### config.mk
export PLATFORM = sky130hd
export DESIGN_NAME = placar_multi
export DESIGN_NICKNAME = d
export VERILOG_FILES = /design/src/rtl/placar_multi.sv
export SDC_FILE = /design/constraint.sdc
export NUM_CORES = 1
export LEC_CHECK = 0
export CAP_MARGIN = 0
export CORE_UTILIZATION = 63
export DETAILED_ROUTE_END_ITERATION = 8
export PLACE_DENSITY_LB_ADDON = 0.2
export SLEW_MARGIN = 40
export SYNTH_ARGS = -nofsm -noshare
export SYNTH_HDL_FRONTEND = slang
export SYNTH_SLANG_ARGS = --single-unit
### constraint.sdc
create_clock -name clk -period 10.81 [get_ports clk]
set_input_delay 2.162 -clock clk [delete_from_list [all_inputs] [get_ports clk]]
set_output_delay 2.162 -clock clk [all_outputs]
set_load 0.01 [all_outputs]
### src/rtl/placar_multi.sv
// Multi-team scoreboard: saturating per-team scores driven by point buttons,
// a shot clock with selectable preset, and a 4-digit multiplexed 7-segment display.

// One team's score register with saturating add/subtract.
module placar_score_lane #(
  parameter int SW        = 8,
  parameter int SCORE_MAX = 199
) (
  input  logic          clk,
  input  logic          reset,
  input  logic          hit,
  input  logic          sub,
  input  logic [1:0]    pts,
  output logic [SW-1:0] score
);
  logic [SW:0]   sum;
  logic [SW-1:0] pts_w;

  // Widen the point value and form the unsaturated sum one bit wider than the score.
  always_comb begin
    pts_w = {{(SW-2){1'b0}}, pts};
    sum   = {1'b0, score} + {1'b0, pts_w};
  end

  // Saturate at SCORE_MAX on add and at zero on subtract.
  always_ff @(posedge clk) begin
    if (reset)
      score <= '0;
    else if (hit) begin
      if (sub)
        score <= (score < pts_w) ? '0 : score - pts_w;
      else
        score <= (sum > (SW+1)'(SCORE_MAX)) ? SW'(SCORE_MAX) : sum[SW-1:0];
    end
  end
endmodule

module placar_multi #(
  parameter int N_TEAMS     = 2,
  parameter int SCORE_MAX   = 199,
  parameter int SHOT_A      = 14,
  parameter int SHOT_B      = 24,
  parameter int TICK_DIV    = 50_000_000,
  parameter int REFRESH_DIV = 50_000
) (
  input  logic                                   clk,
  input  logic                                   reset,
  input  logic [2:0]                             btn,
  input  logic                                   sinal,
  input  logic [(N_TEAMS>1?$clog2(N_TEAMS):1)-1:0] team_sel,
  input  logic                                   shot_sel,
  input  logic                                   resetar,
  input  logic                                   pause,
  output logic [6:0]                             saida,
  output logic [3:0]                             blocos,
  output logic                                   alerta,
  output logic                                   expirou
);
  localparam int TW = (N_TEAMS > 1) ? $clog2(N_TEAMS) : 1;
  localparam int SW = $clog2(SCORE_MAX + 1);
  localparam int PW = (TICK_DIV > 1) ? $clog2(TICK_DIV) : 1;
  localparam int RW = (REFRESH_DIV > 1) ? $clog2(REFRESH_DIV) : 1;
  localparam logic [6:0] PRE_A = 7'(SHOT_A);
  localparam logic [6:0] PRE_B = 7'(SHOT_B);

  // Active-low segments, bit 0 = a .. bit 6 = g.
  function automatic logic [6:0] seg7(input logic [3:0] d);
    logic [6:0] p;
    case (d)
      4'd0: p = 7'h3F;
      4'd1: p = 7'h06;
      4'd2: p = 7'h5B;
      4'd3: p = 7'h4F;
      4'd4: p = 7'h66;
      4'd5: p = 7'h6D;
      4'd6: p = 7'h7D;
      4'd7: p = 7'h07;
      4'd8: p = 7'h7F;
      4'd9: p = 7'h6F;
      default: p = 7'h00;
    endcase
    return ~p;
  endfunction

  logic [2:0]                   btn_prev;
  logic                         press;
  logic [1:0]                   pts;
  logic [N_TEAMS-1:0][SW-1:0]   score;
  logic [SW-1:0]                sel_score;
  logic                         over;
  logic [PW-1:0]                presc;
  logic                         tick;
  logic [6:0]                   shot, shot_d;
  logic [RW-1:0]                rcnt;
  logic [1:0]                   dig;
  logic [9:0]                   s100;
  logic [3:0]                   sc_t, sc_u, sh_t, sh_u, dval;

  // A press is a single button rising out of an all-released state.
  always_comb begin
    press = (btn_prev == 3'b000) &&
            ((btn == 3'b001) || (btn == 3'b010) || (btn == 3'b100));
    pts   = btn[0] ? 2'd1 : (btn[1] ? 2'd2 : 2'd3);
  end

  // Remember the last button pattern so a held button counts once.
  always_ff @(posedge clk) begin
    if (reset) btn_prev <= 3'b000;
    else       btn_prev <= btn;
  end

  // Out-of-range team_sel matches no lane, so updates are blocked.
  for (genvar t = 0; t < N_TEAMS; t++) begin : g_lane
    placar_score_lane #(.SW(SW), .SCORE_MAX(SCORE_MAX)) u_lane (
      .clk   (clk),
      .reset (reset),
      .hit   (press && (team_sel == TW'(t))),
      .sub   (sinal),
      .pts   (pts),
      .score (score[t])
    );
  end

  // Select the displayed team's score (00 when none matches) and flag >99.
  always_comb begin
    sel_score = '0;
    over      = 1'b0;
    for (int t = 0; t < N_TEAMS; t++) begin
      if (team_sel == TW'(t)) sel_score = score[t];
      if (score[t] > SW'(99)) over = 1'b1;
    end
  end

  // Registered compare so alerta follows a score change by one cycle.
  always_ff @(posedge clk) begin
    if (reset) alerta <= 1'b0;
    else       alerta <= over;
  end

  // Shot-clock next value: reload wins over a coincident tick; holds at zero.
  always_comb begin
    tick   = pause && (presc == PW'(TICK_DIV - 1));
    shot_d = shot;
    if (resetar)                    shot_d = shot_sel ? PRE_B : PRE_A;
    else if (tick && shot != 7'd0)  shot_d = shot - 7'd1;
  end

  // Prescaler, shot clock and expiry flag (flag tracks the value being loaded).
  always_ff @(posedge clk) begin
    if (reset) begin
      presc   <= '0;
      shot    <= shot_sel ? PRE_B : PRE_A;
      expirou <= 1'b0;
    end else begin
      shot    <= shot_d;
      expirou <= (shot_d == 7'd0);
      if (resetar)    presc <= '0;
      else if (pause) presc <= tick ? '0 : presc + PW'(1);
    end
  end

  // BCD split of the displayed score (mod 100) and the shot clock.
  always_comb begin
    s100 = 10'(sel_score) % 10'd100;
    sc_t = 4'(s100 / 10'd10);
    sc_u = 4'(s100 % 10'd10);
    sh_t = 4'(shot / 7'd10);
    sh_u = 4'(shot % 7'd10);
    case (dig)
      2'd0:    dval = sc_t;
      2'd1:    dval = sc_u;
      2'd2:    dval = sh_t;
      default: dval = sh_u;
    endcase
  end

  // Free-running digit scan; segments and enables registered on the same edge.
  always_ff @(posedge clk) begin
    if (reset) begin
      rcnt   <= '0;
      dig    <= 2'd0;
      blocos <= 4'b1110;
      saida  <= seg7(4'd0);
    end else begin
      if (rcnt == RW'(REFRESH_DIV - 1)) begin
        rcnt <= '0;
        dig  <= dig + 2'd1;
      end else begin
        rcnt <= rcnt + RW'(1);
      end
      blocos <= ~(4'b0001 << dig);
      saida  <= seg7(dval);
    end
  end
endmodule

* Yosys cells after proc, flatten, opt, wreduce, memory -nomap -nowiden *
Memory sizes are Yosys's and may differ from the RTL's.
Index checks and enable logic that the tools add are counted.

word-level totals
  flip-flop bits (word level) = 83
  bits in read-only memories = 112
  input bits = 10
  memories kept = 1

operators by class
  add/subtract/negate cells = 8
  divide/modulo/power cells = 5
  magnitude comparators = 6
  equality and inequality tests = 7
  shifts and indexed selects = 1
  muxes and demuxes = 18
  bitwise logic cells = 3
  reduce and logical (&&, ||, !) cells = 13

memory list
  name             depth  bits a word  rd ports  clocked after Yosys merged registers in  wr ports  RTL line  text
  (no name shown)  16     7            1         0                                        0         69        case (d)

operator list
  kind                                                           number
  2-to-1 mux 8 bit                                               7
  2-to-1 mux 7 bit                                               4
  adder 26 x 1 -> 26 bit, second input constant                  1
  equality test 26 bit, second input constant                    1
  2-to-1 mux 26 bit                                              1
  adder 8 x 2 -> 9 bit                                           2
  greater-than comparator 9 x 8 -> 1 bit, second input constant  2
  adder 16 x 1 -> 16 bit, second input constant                  1
  equality test 16 bit, second input constant                    1
  greater-than comparator 8 x 7 -> 1 bit, second input constant  2
  less-than comparator 8 x 2 -> 1 bit                            2
  subtractor 8 x 2 -> 8 bit                                      2
  case mux 4 bit (3 select lines)                                1
  divider 10 x 4 -> 10 bit, second input constant                1
  modulo 10 x 4 -> 10 bit, second input constant                 1
  modulo 8 x 7 -> 10 bit, second input constant                  1
  divider 7 x 4 -> 7 bit, second input constant                  1
  zero test 7 bit                                                1
  modulo 7 x 4 -> 7 bit, second input constant                   1
  inverter 7 bit                                                 1
  nonzero test 7 bit                                             1
  subtractor 7 x 1 -> 7 bit, second input constant               1
  logical AND 1 bit                                              5
  2-to-1 mux 5 bit                                               1
  other kinds (15)                                               19

* Logic depth before layout (Yosys ltp) *
An unclocked memory read counts as a cell.

  depth in word-level cells = 7
  gate-level depth with buffers = 30
  gate-level depth less buffers = 27

* Modules after synthesis *
From an unflattened synthesis, not the netlist that was laid out.

second synthesis, totals
  cells, all modules = 811
  area total of the unflattened synthesis = 6459.9 um2

by module, submodules not included
  module             instances  cells an instance  area an instance (um2)  sequential area each (um2)
  placar_multi       1          597                4790.8                  1341.3
  placar_score_lane  2          107                834.6                   160.2

* Least setup slack after synthesis *
OpenSTA, ideal clock, no wires.

  path type = input-to-reg
  start = in team_sel
  end = reg saida[4]
  setup time = 87 ps
  data arrival time = 8089 ps
  data required time = 10723 ps
  path slack = 2635 ps
  stages on the path = 28
  cells stage by stage = buf_2 -> mux2i_1 -> inv_1 -> ha_1 -> or4b_1 -> o22ai_2 -> or3_1 -> buf_2 -> nand3_1 -> and3_1 -> o31a_1 -> clkbuf_1 -> or3_1 -> nand4_1 -> inv_1 -> ha_1 -> and3_1 -> o21ai_0 -> a21oi_1 -> o41ai_2 -> and2_4 -> xnor2_1 -> ha_1 -> or3_1 -> a311o_1 -> o311ai_4 -> nor2_1 -> a221oi_2

between the ends
  word-level cells in the longest chain between the ends = 7
  elaborated cells between the ends (all ways) = 8
  classes of those cells = div (3); mux (3); bitwise (1); memory (1)

RTL lines
  item                                                                 RTL line  text
  start, declared                                                      50        input logic [(N_TEAMS>1?$clog2(N_TEAMS):1)-1:0] team_sel,
  2-to-1 mux 8 bit (*)                                                 129       if (team_sel == TW'(t)) sel_score = score[t];
  modulo 8 x 7 -> 10 bit (*)                                           164       s100 = 10'(sel_score) % 10'd100;
  modulo 10 x 4 -> 10 bit or divider 10 x 4 -> 10 bit (tied branches)  166, 165
  case mux 4 bit (3 select lines) (*)                                  169       case (dig)
  memory read (16 x 7 bit) (*)                                         --
  2-to-1 mux 7 bit (*)                                                 179       if (reset) begin
  inverter 7 bit (*)                                                   82        return ~p;
  end signal, assigned                                                 183       saida <= seg7(4'd0);
  end signal, assigned                                                 192       saida <= seg7(dval);
  end, declared                                                        54        output logic [6:0] saida,

Mark *: on every way between the ends. The rest lies on a longest branch, timed or not. The select of a mux whose other input is x is not followed.
A chain may end at the register's enable or synchronous reset.

* Worst setup path after layout *
  start = in team_sel
  end = reg saida[6]

Same word-level chain as after synthesis.

==> results.md <==
- Status: finished clean
- Crit path capture type: flip-flop
- CTS max path bufs: 2
- Tmin final: 9100 ps
- Yosys cell types: 90
- Root Driver: clkbuf_8
- Syn. warnings: 0
- Ports: 23
- Antenna violations before repair: 0
- Worst hold endpoint: rcnt[0]
- Die width: 103 microns
- GR Util All Layers: 31.4%
- Critical path's largest stage delay: 560 ps
- Most used DFF post-synth: dfxtp_1
- Yosys top cell area share: 25.7%
- Dpl hpwl: 11900 microns
- CP bufs+invs: 4
- GRT overflow: 0
- Hold Path Cell Cnt: 1
- Mapped Cells: 836
- WS Path Type: in -> reg
- Unrepaired setup endpoints after global routing: false
- Post-layout nets: 875
- Clk sink count: 83
- Fillers: 797
- R2R Setup Slk: 3800 ps
- Core area: 9860 sq um
- Fmax: 0.110 GHz
- Worst r2r dst: saida[6]
- Vias in the first global route: 5647
- CP startpoint kind: input port
- Initial Utilization: 65.6%
- Area Growth Syn to Fin: 6.88%
- Drt total wl: 16100 microns
- Mapped cell area: 6470 sq um
- Mean area per synthesized cell: 7.74 sq um
- Vias/cell: 6.47
- Postcts setup bufs: 0
- Cell Count, Final, Fillers Out: 971
- Maxcap violations: 0
- CP arrival: 9380 ps
- Die footprint: 10700 sq um
- TritonRoute pass-1 iters: 6
- Static Leak: 2.59 nW
- Hold Path Origin: rcnt[0]
- CTS tree: yes
- # rows: 36
- Worst-Skew Late Latency: 380 ps
- Crit Path Max Fanout: 22
- TNS Setup: 0 ps
- Worst slew pin tran: 812 ps
- Sequential share of the synthesized area: 25.7%
- Critical path's slowest cell: or4b_1
- Number of enable flip-flop cells after synthesis: 0
- Async SR Flop Fraction: 0%
- Area of the multi-input gates: 4520 sq um
- Reg-to-Reg Start: g_lane[1].u_lane.score[3]
- Area leader, netlist: dfxtp_1
- GP Congestion: 0.925
- R2R cell count: 25
- Min-Delay Path Class: reg -> reg
- Max H-tree Level: 3
- Iter 0 DRT Violations: 515
- Crit share post-route: 84.2%
- Post-CTS Resized: 0
- Vias: 6282
- Top post-synthesis cells by count: nor2_1 (100), dfxtp_1 (83), nand2_1 (74), a21oi_1 (46), o21ai_0 (40)
- Post-route DRC violation count: 0
- Setup Skew: 9.53 ps
- Max Slew Vio Count: 0
- Post-Syn Nets: 878
- ANT cells: 0
- Most common cell in the netlist: nor2_1
- Pwr dens: 92.1 nW/um^2
- Worst slew margin: 45.3%
- Final setup fails: 0
- Die Span Y: 103 microns
- CTS buffer count: 9
- Required @ worst endpoint: 11090 ps
- Post-DRT Antenna Nets: 0
- Reg area: 1660 sq um
- Placed Instances: 955
- Routed len/inst: 16.6 microns
- Synth Register Bits: 83
- Peak VDD IR: 69.7 uV
- Synth area leaders: dfxtp_1 (26%), nor2_1 (5.8%), ha_1 (5.4%)
- CTS clk-pin slew, worst paths: 90 ps
- Share of cells above drive strength 1: 8.23%
- First-pass GRT wire length: 26300 microns
- Port bufs: 22
- Final Hold Fails: 0
- Largest net degree at the start of global routing: 30
- Cts hold-fix bufs: 0
- CP delay by family, top: simple AND/OR/NAND/NOR gates
-- metrics by stage --
stage	utilization (%)	cell area (sq um)	setup WS [ps]	hold slack [ps]	total power, W
final	70.1	6920	1710	467	0.000637
after global routing	70.1	6920	1210	514	0.000668
after CTS	70.0	6910	1670	473	0.000642
after detailed placement	68.1	6720	1280	452	0.000427
after global placement	68.1	6720	1620	430	0.000423
after floorplan	-	6470	2630	418	0.000400
-- logic make-up after synthesis --
logic type	Yosys count	synth area share, %
AOI/OAI and AO/OA	213	23.8
xor gates and xnor gates	49	6.63
adders and majority gates	32	6.65
buffers and inverters	76	4.70
DFF	83	25.7
muxes	31	5.12
and+or+nand+nor	352	27.4
-- flip-flops by register name (all words and copies together), names as in the netlist, 2 cells and up --
register,flops
saida,7
btn_prev,3
dig,2
presc,26
g_lane.u_lane.score,16
blocos,4
rcnt,16
shot,7
-- placed cells by master, fill, tap and decap left out, types with 20 or more instances in the layout --
master            n
xnor2_1          22
xor2_1           27
clkdlybuf4s50_1  22
and3_1           20
nor2_1           98
mux2i_1          20
dfxtp_1          83
ha_1             28
nand3_1          35
a21oi_1          46
o21ai_0          40
nor3_1           24
nand2_1          74
inv_1            32
-- final cells by class --
type	count	area share (%)
Multi-Input combinational cell	677	65.3
Inverter	36	1.95
Sequential cell	83	24.0
Timing Repair Buffer	26	3.62
Clock inverter	6	0.687
Clock buffer	10	1.99
Tap cell	133	2.41
-- metal layers --
| layer | routed length [microns] | track usage [%] |
|---|---|---|
| met1 | 7210 | 40.5 |
| met2 | 7540 | 51.7 |
| met3 | 1030 | 6.65 |
| met4 | 369 | 11.7 |
| met5 | 0 | 0 |
-- worst max-delay path by stage --
stage / start / end / slack (ps) / depth (start not counted)
after floorplan: team_sel / saida[4] / 2630 / 28
after global placement: team_sel / saida[6] / 1620 / 29
after detailed placement: team_sel / saida[6] / 1280 / 29
after CTS: team_sel / saida[6] / 1670 / 29
after global routing: team_sel / saida[6] / 1210 / 28
final: team_sel / saida[6] / 1710 / 27
-- where the power goes --
group / leakage, nW / internal [W] / switching [W]
logic: 1.82 / 0.0000415 / 0.0000621
clock network: 0.0985 / 0.0000921 / 0.000122
registers: 0.672 / 0.000311 / 0.00000799
-- worst reg2reg max path: cells and delay by family, from the launching register on --
kind | cells | cell delay [ps]
AND/OR/NAND/NOR | 10 | 2710
flip-flops | 1 | 450
adder cells (fa/ha/maj) | 3 | 800
XOR/XNOR | 1 | 150
buffers and inverters | 2 | 300
multiplexers | 1 | 470
AO/OA/AOI/OAI | 8 | 2030
Note: power is estimated with default switching activity, not from simulation.
